--- src/rtl/seq_shift_add_mul.sv ---
// Iterative radix-2 shift-add multiplier: WIDTH cycles per product, valid/ready on both sides.
// Signed mode multiplies magnitudes and applies the sign once at the end.
module seq_shift_add_mul #(
  parameter int WIDTH = 8
) (
  input  logic               clk,
  input  logic               rst,
  input  logic               in_valid,
  output logic               in_ready,
  input  logic [WIDTH-1:0]   a,
  input  logic [WIDTH-1:0]   b,
  input  logic               is_signed,
  output logic               out_valid,
  input  logic               out_ready,
  output logic [2*WIDTH-1:0] z,
  output logic               busy
);
  localparam int CW = $clog2(WIDTH);

  typedef enum logic [1:0] {IDLE, CALC, DONE} state_t;

  state_t               state, state_nxt;
  logic [WIDTH-1:0]     mcand, mplier;
  logic [WIDTH-1:0]     a_mag, b_mag;
  logic [2*WIDTH-1:0]   acc, acc_step;
  logic [WIDTH:0]       psum;
  logic [CW-1:0]        cnt;
  logic                 neg;
  logic                 last;

  // The most negative operand maps to 2^(WIDTH-1), which still fits unsigned in WIDTH bits
  assign a_mag = (is_signed && a[WIDTH-1]) ? -a : a;
  assign b_mag = (is_signed && b[WIDTH-1]) ? -b : b;

  // Partial sum keeps its carry; the shift folds it back into the accumulator top bit
  assign psum     = {1'b0, acc[2*WIDTH-1:WIDTH]} + {1'b0, (mplier[0] ? mcand : '0)};
  assign acc_step = {psum, acc[WIDTH-1:1]};
  assign last     = (cnt == CW'(WIDTH-1));

  always_ff @(posedge clk) begin
    if (rst) state <= IDLE;
    else     state <= state_nxt;
  end

  always_comb begin
    state_nxt = state;
    in_ready  = 1'b0;
    out_valid = 1'b0;
    busy      = 1'b1;
    case (state)
      IDLE: begin
        in_ready = 1'b1;
        busy     = 1'b0;
        if (in_valid) state_nxt = CALC;
      end
      CALC: if (last) state_nxt = DONE;
      DONE: begin
        out_valid = 1'b1;
        if (out_ready) state_nxt = IDLE;
      end
      default: state_nxt = IDLE;
    endcase
  end

  always_ff @(posedge clk) begin
    if (rst) begin
      mcand  <= '0;
      mplier <= '0;
      acc    <= '0;
      cnt    <= '0;
      neg    <= 1'b0;
      z      <= '0;
    end else begin
      case (state)
        IDLE: if (in_valid) begin
          mcand  <= a_mag;
          mplier <= b_mag;
          neg    <= is_signed & (a[WIDTH-1] ^ b[WIDTH-1]);
          acc    <= '0;
          cnt    <= '0;
        end
        CALC: begin
          acc    <= acc_step;
          mplier <= mplier >> 1;
          cnt    <= cnt + CW'(1);
          if (last) z <= neg ? -acc_step : acc_step;
        end
        default: ;
      endcase
    end
  end

endmodule

--- config.mk ---
export PLATFORM = sky130hd
export DESIGN_NAME = seq_shift_add_mul
export DESIGN_NICKNAME = d
export VERILOG_FILES = /design/src/rtl/seq_shift_add_mul.sv
export SDC_FILE = /design/constraint.sdc
export NUM_CORES = 1
export LEC_CHECK = 0
export BUFFER_PORTS_ARGS = -buffer_cell sky130_fd_sc_hd__buf_4
export CAP_MARGIN = 25
export CORE_ASPECT_RATIO = 0.8
export CORE_MARGIN = 4
export CORE_UTILIZATION = 55
export DETAILED_ROUTE_END_ITERATION = 10
export PLACE_DENSITY = 0.77
export SETUP_SLACK_MARGIN = 0.05
export SLEW_MARGIN = 10
export SYNTH_ARGS = -nofsm -noshare
export SYNTH_HDL_FRONTEND = slang
export SYNTH_SLANG_ARGS = --single-unit
--- constraint.sdc ---
create_clock -name clk -period 3.4 [get_ports clk]
set_clock_uncertainty 0.2 [all_clocks]
set_input_delay 0.17 -clock clk [delete_from_list [all_inputs] [get_ports clk]]
set_output_delay 0.17 -clock clk [all_outputs]
set_load 0.01 [all_outputs]
* Word-level counts from Yosys, hierarchy flattened
Index checks and enable logic that the tools add are counted.
** Word-level totals
- Bits in registers :: 54
- Bits in latches :: 0
- Bits in writable memories :: 0
- Memory bits (read-only) :: 0
- Input port bits :: 21
- Output and inout bits :: 19
- Logic and storage cells :: 45
- Memories :: 0
** Operators by class
- Add/subtract/negate cells :: 5
- Multipliers :: 0
- Div/mod/pow operators :: 0
- Order comparisons :: 0
- Equality and inequality tests :: 6
- Shift-type cells :: 0
- Muxes and demuxes :: 17
- Bitwise logic cells :: 2
- Reduce and logical (&&, ||, !) cells :: 8
** Operators with widths (number)
- 2-to-1 mux 16 bit :: 2
- 2-to-1 mux 8 bit :: 4
- case mux 16 bit (2 select lines) :: 1
- negation 16 bit :: 1
- negation 8 bit :: 2
- case mux 8 bit (2 select lines) :: 1
- adder 8 x 8 -> 9 bit :: 1
- 2-to-1 mux 2 bit :: 3
- != test 2 bit (second input constant) :: 3
- case mux 2 bit (3 select lines) :: 1
- case mux 3 bit (2 select lines) :: 1
- AND reduction 2 bit :: 3
- adder 3 x 1 -> 3 bit (second input constant) :: 1
- == test 3 bit (second input constant) :: 1
- 2-to-1 mux 1 bit :: 3
- 2-to-1 mux 3 bit :: 1
- AND reduction 3 bit :: 1
- == test 2 x 1 -> 1 bit (second input constant) :: 1
- == test 2 bit (second input constant) :: 1
- logical AND 1 bit :: 2
- zero test 2 bit :: 1
- nonzero test 2 bit :: 1
- AND 1 bit :: 1
- bitwise XOR 1 bit :: 1

* Logic depth before layout (Yosys ltp)
- Depth in word-level cells :: 4
- Mapped depth :: 9
- Mapped depth without buffers :: 9

* Worst setup path after synthesis
Ideal clock, no wire load.
- Kind :: reg-to-reg
- Start point :: register mplier[0]
- End point :: register z[15]
- Setup time :: 122 ps
- Data arrival time :: 2554 ps
- Data required time :: 3078 ps
- Path slack :: 524 ps
- Stages on the path, launching flop included :: 9
- Cell sequence :: dfxtp_1 > and2_1 > ha_1 > fa_1 > or4_1 > a211o_1 > a211oi_2 > mux2i_1 > o22ai_2
** Between the ends
- Cells in the longest elaborated chain, start to end :: 4
** RTL lines
- start, declared :: RTL line 23 : logic [WIDTH-1:0] mcand, mplier;
- start signal, assigned :: RTL line 77 : mplier <= b_mag;
- start signal, assigned :: RTL line 84 : mplier <= mplier >> 1;
- 2-to-1 mux 8 bit (*) :: RTL line 36 : assign psum = {1'b0, acc[2*WIDTH-1:WIDTH]} + {1'b0, (mplier[0] ? mcand : '0)};
- adder 8 x 8 -> 9 bit (*) :: RTL line 36
- negation 16 bit :: RTL line 86 : if (last) z <= neg ? -acc_step : acc_step;
- 2-to-1 mux 16 bit (*) :: RTL line 86
- end signal, assigned :: RTL line 86
- end, declared :: RTL line 15 : output logic [2*WIDTH-1:0] z,
Mark *: on every way between the ends. The rest lies on a longest branch, timed or not.
A chain may end at the register's enable or synchronous reset.

* Worst setup path after layout
Same ends and word-level chain as after synthesis.

==> impl_metrics.ini <==
[yosys]
synth_cell_types = 51
synth_fp_nets = 416
synthAdderAreaFrac = 0.0610
yosys.area_share.simple = 0.251
syn_inst = 381
synth_edf_count = 0
yosys.area.top_type_share = 0.354
synth.cell_area_sq_um = 3000
yosys.area_share.xor_xnor = 0.0585
yosysWarnings = 0
synthTopCellsByArea = dfxtp_1, a21oi_1, ha_1
async_reset_ff_frac = 0
synth_top_family_by_area = simple AND/OR/NAND/NOR gates
syn_avg_cell_area_sq_um = 7.87
synth_compound_area_frac = 0.227
synth-main-ff-cell = dfxtp_1
ys_ff_latch = 53
yosysTopAreaCell = dfxtp_1
yosysSeqAreaShare = 0.354
synthMuxAreaShare = 0.0100

[power_and_ir_drop]
p_sw_frac = 0.274
seqPwrFrac = 0.536
ir_drop_mv = 0.308
p_sw_mw = 0.334
p_clk_frac = 0.315
power.share.combinational = 0.149
p_total_mw = 1.22
power_density_nw_per_um2 = 341
p_leak_nw = 1.48
internal_power_mw = 0.884

[layout]
final_cell_area_sq_um = 3570
drive_above_1_share = 0.136
final_common_cell = dfxtp_1
nets = 460
utilization = 0.693
diodes = 0
final_cell_mix = dfxtp_1, a21oi_1, nand2_1, buf_4, nor2_1
syn2layout_area_growth_pct = 19.1

[floorplan]
core_area_sq_um = 5150
die_x_um = 90.5
die_h_um = 74.0
io_pins = 40
rows = 23
dieArea_sq_um = 6700
start_util = 0.582

[placed_design]
place.gp.congestion = 0.890
dp_hpwl_um = 4870
io_buffers = 39
place_area_sq_um = 3310

[critical_path]
endpoint_kind = flip-flop
crit_path_start_kind = flip-flop
cp.arrival_ns = 3.15
critPathMaxStageDelay_ns = 0.59
crit_fanout = 9
critPathKind = reg -> reg
startpoint = mplier[0]$_SDFFE_PP0P_
crit_buf_inv = 0
r2r-start = mplier[0]$_SDFFE_PP0P_
cpLargestDelayFamily = simple AND/OR/NAND/NOR gates
worst_path_max_delay_cell = or4_1
cp.required_ns = 3.40
path_cells = and2_1 -> ha_1 -> fa_1 -> or4_1 -> a211o_1 -> a211oi_2 -> mux2i_1 -> o22ai_2

[flow_run]
drv_cap = 0

[clocking]
clock_latency_ns = 0.32
cts-root-buf = clkbuf_8
htreeDepth = 2
postCtsSetupBuffers = 0
clk_pin_slew_ns = 0.10
cts_tree = done
clkSinkCount = 53
postCtsHoldBufs = 16
ctsResizeCount = 0
cts_buffers = 5
cts_buffer_depth = 2

[timing]
period_minus_slack_ns = 3.15
period_share = 0.927
rsz0062_at_grt = no
setup_viol = 0
fmax_ghz = 0.317
tightest_slew_ns = 0.837
max_slew_margin = 0.441
finalSetupTns_ns = 0
drv_slew = 0
hold_viol = 0

[grt]
antenna_found_initial = 0
grt_max_degree = 57
grt_pass1_wl_um = 12100
grt_util_all_layers = 0.217
grt_overflow_total = 0
grt_pass1_vias = 2796

[detailed_routing]
num_vias = 2859
routed_wl_um = 7040
firstDrtPassIters = 4
drc = 0
initialDrtViolationCount = 148
viasPerCell = 5.86
wl_per_cell_um = 14.4
drt.antenna.violating_nets = 0

[status]
status = finished clean

[worst_hold_path]
holdCritPathClass = in -> reg
worstHoldStart = b[2]
[final cells by class]
class	instances	area, sq um
fill	439	1580
inverter	10	37.5
clock inverter	2	16.3
sequential	53	1060
clock buffer	6	82.6
tap	62	77.6
multi-input combinational	297	1820
timing repair buffer	58	475
[cell usage after synthesis, drive strengths merged, types with 3 or more instances]
cell     n
a22oi    5
a211oi  13
a221oi   3
or3      6
nor4     3
dfxtp   53
a21oi   47
a311oi   3
xnor2    9
nor2    37
clkbuf  17
o31ai    4
inv     10
a31oi    4
nor3     7
o21ai   11
nand3   24
ha      13
nand2   42
mux2i    3
nor3b    3
nand3b   3
xor2    11
nor2b    3
and2    13
nand2b   5
buf      4
[worst paths after layout]
check                                end  slack [ns]  cells past startpoint
setup / recovery      z[15]$_SDFFE_PP0P_        0.25                      8
hold / removal    mplier[2]$_SDFFE_PP0P_        0.10                      4
setup reg to reg      z[15]$_SDFFE_PP0P_        0.25                      8
hold reg to reg       z[10]$_SDFFE_PP0P_        0.26                      2
[power by group through the flow]
| stage | registers (mW) | clock network [mW] | logic, mW |
|---|---|---|---|
| final | 0.653 | 0.384 | 0.181 |
| after global routing | 0.656 | 0.416 | 0.201 |
| after CTS | 0.653 | 0.390 | 0.179 |
| after detailed placement | 0.667 | 0 | 0.163 |
| after global placement | 0.666 | 0 | 0.160 |
| after floorplan | 0.661 | 0 | 0.114 |
[sequential cells by signal (all words and copies together), names as in the netlist]
| name | flops |
|---|---|
| acc | 15 |
| neg | 1 |
| mplier | 8 |
| z | 16 |
| mcand | 8 |
| state | 2 |
| cnt | 3 |
[routing by layer]
metal | vias to the layer above | share of wire | global-route usage
met3 | 10 | 0.044 | 0.0344
met4 | 0 | 0.013 | 0.0730
met2 | 64 | 0.48 | 0.374
li1 | 1452 | - | -
met5 | - | 0 | 0
met1 | 1333 | 0.47 | 0.283
[per-stage QoR]
stage / hold WS (ns) / std cells / setup WS (ns)
3_3_place_gp: 0.237 / 464 / 0.399
2_1_floorplan: 0.106 / 381 / 0.524
4_1_cts: 0.0948 / 488 / 0.253
5_1_grt: 0.148 / 488 / 0.125
6_report: 0.104 / 488 / 0.250
3_5_place_dp: 0.248 / 464 / 0.328
[logic make-up after synthesis]
| family | Yosys count |
|---|---|
| AOI/OAI and AO/OA | 106 |
| xor gates and xnor gates | 20 |
| adders and majority gates | 14 |
| buffers and inverters | 31 |
| DFF | 53 |
| muxes | 3 |
| and+or+nand+nor | 154 |
[worst min-delay path, cell delays in order]
cell and delay (ns):
buf_4 0.12, xor2_1 0.07, a22oi_1 0.13, a21oi_1 0.09
No activity file was read; power rests on OpenSTA's default activity.
